--- src/rtl/mhp_pkg.sv ---
// Shared MHP frame constants, field offsets and receive state encoding.
// Used by both the MHP frame transmitter and frame_disassembly.
package mhp_pkg;

  localparam int unsigned MHP_FRAME_LEN     = 51;
  localparam int unsigned MHP_PAYLOAD_BYTES = 42;
  localparam int unsigned MHP_SCS_FIRST     = 49;
  localparam int unsigned MHP_CNT_W         = 6;

  localparam int unsigned MHP_OFF_DST     = 0;
  localparam int unsigned MHP_OFF_SRC     = 2;
  localparam int unsigned MHP_OFF_SIZE    = 4;
  localparam int unsigned MHP_OFF_DIRTYPE = 6;
  localparam int unsigned MHP_OFF_PAYLOAD = 7;

  typedef enum logic {
    MHP_IDLE = 1'b0,
    MHP_RECV = 1'b1
  } mhp_state_e;

endpackage

--- src/rtl/mhp_scs_accum.sv ---
// Running shifted-sum checksum: sum += data << shift on each strobe.
// A strobe together with clr restarts the sum at the new term.
module mhp_scs_accum (
  input  logic        clk,
  input  logic        rst_n,
  input  logic        clr,
  input  logic        stb,
  input  logic [7:0]  data,
  input  logic [1:0]  shift,
  output logic [15:0] sum
);

  logic [15:0] term_c;

  assign term_c = 16'(data) << shift;

  always_ff @(posedge clk or negedge rst_n) begin
    if (!rst_n) begin
      sum <= 16'd0;
    end else if (stb) begin
      sum <= (clr ? 16'd0 : sum) + term_c;
    end else if (clr) begin
      sum <= 16'd0;
    end
  end

endmodule

--- src/rtl/frame_disassembly.sv ---
// Receives 51-byte MHP frames, rebuilds the fields and checks the SCS.
// Optional inter-byte timeout enabled by defining MHP_RX_TIMEOUT_EN.
module frame_disassembly
  import mhp_pkg::*;
#(
  parameter int unsigned TIMEOUT_CYCLES = 255
) (
  input  logic         clk,
  input  logic         rst_n,
  input  logic [7:0]   i_rdata,
  input  logic         i_rvalid,
  output logic [15:0]  o_dst,
  output logic [15:0]  o_src,
  output logic [15:0]  o_size,
  output logic         o_dir,
  output logic [6:0]   o_type,
  output logic [335:0] o_payload,
  output logic         o_valid,
  output logic         o_scs_err,
  output logic         o_abort
);

  mhp_state_e                        state_q, state_d;
  logic [MHP_CNT_W-1:0]              cnt_q;
  logic [MHP_SCS_FIRST-1:0][7:0]     frame_q;
  logic [7:0]                        scs_hi_q;
  logic                              done_q;
  logic                              match_q;
  logic [15:0]                       sum;
  logic                              last_c;
  logic                              accum_c;
  logic                              timeout_c;

  assign last_c  = (state_q == MHP_RECV) && i_rvalid &&
                   (cnt_q == MHP_CNT_W'(MHP_FRAME_LEN - 1));
  assign accum_c = i_rvalid && (cnt_q < MHP_CNT_W'(MHP_SCS_FIRST));

  mhp_scs_accum u_scs (
    .clk   (clk),
    .rst_n (rst_n),
    .clr   (state_q == MHP_IDLE),
    .stb   (accum_c),
    .data  (i_rdata),
    .shift (cnt_q[1:0]),
    .sum   (sum)
  );

`ifdef MHP_RX_TIMEOUT_EN
  localparam int unsigned IDLE_W = (TIMEOUT_CYCLES > 1) ? $clog2(TIMEOUT_CYCLES) : 1;
  logic [IDLE_W-1:0] idle_q;

  // Limit is reached on the TIMEOUT_CYCLES-th consecutive idle cycle
  assign timeout_c = (state_q == MHP_RECV) && !i_rvalid &&
                     (idle_q == IDLE_W'(TIMEOUT_CYCLES - 1));

  always_ff @(posedge clk or negedge rst_n) begin
    if (!rst_n) begin
      idle_q <= '0;
    end else if ((state_q != MHP_RECV) || i_rvalid || timeout_c) begin
      idle_q <= '0;
    end else begin
      idle_q <= idle_q + IDLE_W'(1);
    end
  end
`else
  logic unused_timeout;
  assign unused_timeout = ^32'(TIMEOUT_CYCLES);
  assign timeout_c      = 1'b0;
`endif

  always_ff @(posedge clk or negedge rst_n) begin
    if (!rst_n) begin
      state_q <= MHP_IDLE;
    end else begin
      state_q <= state_d;
    end
  end

  always_comb begin
    state_d = state_q;
    case (state_q)
      MHP_IDLE: if (i_rvalid) state_d = MHP_RECV;
      MHP_RECV: if (last_c || timeout_c) state_d = MHP_IDLE;
      default:  state_d = MHP_IDLE;
    endcase
  end

  // Byte capture; the SCS comparison is registered and published a cycle later
  always_ff @(posedge clk or negedge rst_n) begin
    if (!rst_n) begin
      cnt_q    <= '0;
      frame_q  <= '0;
      scs_hi_q <= 8'd0;
      done_q   <= 1'b0;
      match_q  <= 1'b0;
    end else begin
      done_q <= last_c;
      if (last_c) match_q <= (sum == {scs_hi_q, i_rdata});
      if (timeout_c) begin
        cnt_q <= '0;
      end else if (i_rvalid) begin
        cnt_q <= last_c ? '0 : cnt_q + MHP_CNT_W'(1);
        if (cnt_q < MHP_CNT_W'(MHP_SCS_FIRST)) begin
          frame_q[cnt_q] <= i_rdata;
        end else if (cnt_q == MHP_CNT_W'(MHP_SCS_FIRST)) begin
          scs_hi_q <= i_rdata;
        end
      end
    end
  end

  always_ff @(posedge clk or negedge rst_n) begin
    if (!rst_n) begin
      o_dst     <= 16'd0;
      o_src     <= 16'd0;
      o_size    <= 16'd0;
      o_dir     <= 1'b0;
      o_type    <= 7'd0;
      o_payload <= '0;
      o_valid   <= 1'b0;
      o_scs_err <= 1'b0;
      o_abort   <= 1'b0;
    end else begin
      o_valid   <= done_q && match_q;
      o_scs_err <= done_q && !match_q;
      o_abort   <= timeout_c;
      if (done_q) begin
        o_dst     <= {frame_q[MHP_OFF_DST + 1],  frame_q[MHP_OFF_DST]};
        o_src     <= {frame_q[MHP_OFF_SRC + 1],  frame_q[MHP_OFF_SRC]};
        o_size    <= {frame_q[MHP_OFF_SIZE + 1], frame_q[MHP_OFF_SIZE]};
        o_dir     <= frame_q[MHP_OFF_DIRTYPE][7];
        o_type    <= frame_q[MHP_OFF_DIRTYPE][6:0];
        o_payload <= frame_q[MHP_OFF_PAYLOAD +: MHP_PAYLOAD_BYTES];
      end
    end
  end

endmodule

--- config.mk ---
export PLATFORM = sky130hd
export DESIGN_NAME = frame_disassembly
export DESIGN_NICKNAME = d
export VERILOG_FILES = /design/src/rtl/mhp_pkg.sv /design/src/rtl/mhp_scs_accum.sv /design/src/rtl/frame_disassembly.sv
export SDC_FILE = /design/constraint.sdc
export NUM_CORES = 1
export LEC_CHECK = 0
export CORE_ASPECT_RATIO = 0.9
export CORE_MARGIN = 10
export CORE_UTILIZATION = 37
export CTS_CLUSTER_DIAMETER = 200
export DETAILED_ROUTE_END_ITERATION = 16
export REMOVE_ABC_BUFFERS = 1
export SYNTH_ARGS = -nofsm -noshare
export SYNTH_HDL_FRONTEND = slang
export SYNTH_SLANG_ARGS = --single-unit
export TNS_END_PERCENT = 10
--- constraint.sdc ---
create_clock -name clk -period 3.57 [get_ports clk]
set_input_delay 0.714 -clock clk [delete_from_list [all_inputs] [get_ports clk]]
set_output_delay 0.714 -clock clk [all_outputs]
set_load 0.02 [all_outputs]
==> impl_results.md <==
* Clock group share of total power at 0.368
* Final HPWL DP at 56.9 mm
* GP Congestion at 0.816
* Worst slew pin tran at 1040 ps
* Post-route ant nets at 0
* Initial DRC count at 1155
* Flop pwr share at 0.477
* Mean Syn Cell Area at 16.0 um^2
* Worst R2R Path Depth at 9
* Post-synthesis sequential area ratio at 0.644
* Synth async-reset ratio at 1.00
* Worst-Skew Late Latency at 620 ps
* R2R setup slack at 350 ps
* Num Clock Sinks at 819
* Crit. End Element: flop
* Via density at 4.93
* Switch share at 0.262
* Core area at 84800 um^2
* Rows at 101
* Pre-CTS setup slack at 228 ps
* R2r startpoint: cnt_q[1]
* Synth Register Bits at 819
* Final setup TNS at 0 ps
* Critical Path RT at 4040 ps
* Hold Slack at 101 ps
* H-tree depth at 3
* Maximum VDD drop at 0.390 mV
* WP data arrival at 3690 ps
* Crit path time final at 3220 ps
* Routed wire length at 85.1 mm
* Max-slew headroom at 0.308
* Starting Density at 0.375
* Total power at 25.0 mW
* Status: finished clean
* Synth cell types at 63
* Count of final setup violators at 0
* PD cells at 620 nW/um^2
* Grt total ovfl at 0
* Dpl cells at 3472
* Critical R2R Capture: u_scs.sum[8]
* I/O Buffers at 404
* Die width at 329 um
* CP Max Fanout at 13
* Fmax at 311 MHz
* Final core occ at 0.475
* RSZ-0062 raised after global routing: false
* Clock root cell: clkbuf_16
* Pint at 18.4 mW
* Post-CTS sizing at 0
* Number of nets in the layout at 2454
* Vias in the first global route at 19700
* DRC viols at 0
* GRT Resource Usage Total at 0.171
* Setup CP Type: flop to flop
* Fin Clk Skew at 22.2 ps
* Post-route cell area at 40300 um^2
* Post-CTS setup buffers at 0
* Most frequent cells in the layout: dfrtp_1 (818), mux2_2 (789), clkdlybuf4s50_1 (395), clkbuf_16 (87), nand2_1 (48)
* Routed wire per std cell at 23.4 um
* Area Overhead vs Synth at 26.7%
* Smallest setup slack after layout at 353 ps
* Synth Cell Area at 31800 um^2
* Top FF cell, synth: dfrtp_1
* Non-Filler Instances at 3634
* CTS tree: built
* CTS Buf Count at 87
* Syn Inst Count at 1992
* # fillers at 7309
* Startpoint types: flop
* Num ports at 406
* Largest net degree at the start of global routing at 90
* Reg clk slew, reported paths at 60 ps
* Die area at 98100 um^2
* Period utilization at 0.901
* P_sw at 6.55 mW
* Max-slew violation count at 0
* Drt pass-1 iters at 4
* Clock buffer depth at 3
* Chip height at 298 um
* Ys Warns at 0
* Leak at 19.1 nW
* Hold Crit Class: input port to async pin
* Vias at 17900
* Layout cells sized above 1 at 0.416
* Final hold viol count at 0
* Combinational power share at 0.155
* DP Area at 37400 um^2
* Initial antenna violation count at 7
* First-pass GRT wire length at 129 mm
* Max-Cap Viols at 0
* Post-synth EDFFs at 0
* # hold bufs at CTS at 0
* Leading cell type in the layout, fill and taps excluded: dfrtp_1
cells by family after synthesis:
logic type	after synthesis	synth area share
DFF	819	0.644
muxes	806	0.286
and+or+nand+nor	155	0.0308
buffers and inverters	122	0.0160
AOI/OAI and AO/OA	47	0.00940
xor gates and xnor gates	27	0.00743
adders and majority gates	15	0.00614
other	1	0.000118
final cells by class:
class	instances	area, um^2	area share
tap	1133	1420	0.0352
sequential	819	20500	0.509
clock inverter	34	480	0.0119
multi-input combinational	1051	10800	0.268
timing repair buffer	463	4630	0.115
inverter	6	22.5	0.000559
clock buffer	123	2440	0.0606
antenna	5	12.5	0.000310
synthesized netlist by cell type, types with 5 or more instances:
| cell | instances | area share |
|---|---|---|
| buf_2 | 7 | 0.0011 |
| inv_1 | 5 | 0.00059 |
| and2_1 | 14 | 0.0028 |
| nor2_2 | 13 | 0.0026 |
| nor2_1 | 15 | 0.0018 |
| xnor2_1 | 20 | 0.0055 |
| nand2_2 | 7 | 0.0014 |
| mux2_2 | 789 | 0.28 |
| nand2_1 | 48 | 0.0057 |
| a21oi_1 | 11 | 0.0017 |
| nor2_4 | 6 | 0.0021 |
| nand4_1 | 7 | 0.0014 |
| o21ai_0 | 13 | 0.0020 |
| dfrtp_1 | 819 | 0.64 |
| or3_1 | 5 | 0.00098 |
| mux2i_1 | 8 | 0.0025 |
| clkbuf_1 | 98 | 0.012 |
| ha_1 | 14 | 0.0055 |
| xor2_1 | 7 | 0.0019 |
| nor2_8 | 6 | 0.0038 |
| mux2_1 | 7 | 0.0025 |
metal layers:
metal | track usage | part of all wire | vias up
li1 | - | - | 7898
met1 | 0.220 | 0.43 | 9546
met2 | 0.293 | 0.50 | 347
met3 | 0.0338 | 0.049 | 114
met4 | 0.0419 | 0.019 | 0
met5 | 0 | 0 | -
state kept, by name (all words and copies together), names as in the netlist, 6 cells and up:
signal and count:
frame_q 392, o_payload 336, o_dst 16, o_size 16
o_src 16, u_scs.sum 16, scs_hi_q 8, o_type 7
cnt_q 6
critical path: stages (launching register included):
cell	delay [ps]
dfrtp_1	710
inv_2	180
and3_1	220
ha_1	220
fa_1	420
a21o_1	190
a221oi_1	640
o21ai_0	240
xnor2_1	160
o21ai_0	90
worst max-delay path by stage:
stage / start / to / slack [ps] / depth (start not counted)
after floorplan: done_q / o_dir / -5810 / 1
after global placement: i_rvalid / scs_hi_q[2] / 330 / 5
after detailed placement: i_rvalid / scs_hi_q[6] / 230 / 5
after CTS: cnt_q[1] / u_scs.sum[8] / 370 / 9
after global routing: cnt_q[0] / u_scs.sum[14] / 140 / 9
final: cnt_q[1] / u_scs.sum[8] / 350 / 9
power groups by stage:
stage	sequential [mW]	clock, mW	combinational [mW]
after CTS	11.9	9.44	3.94
after global placement	12.0	0	3.79
after detailed placement	12.1	0	3.92
after floorplan	11.9	0	2.58
final	11.9	9.19	3.87
after global routing	12.1	9.84	4.26
Power figures use the tool's default switching activity.
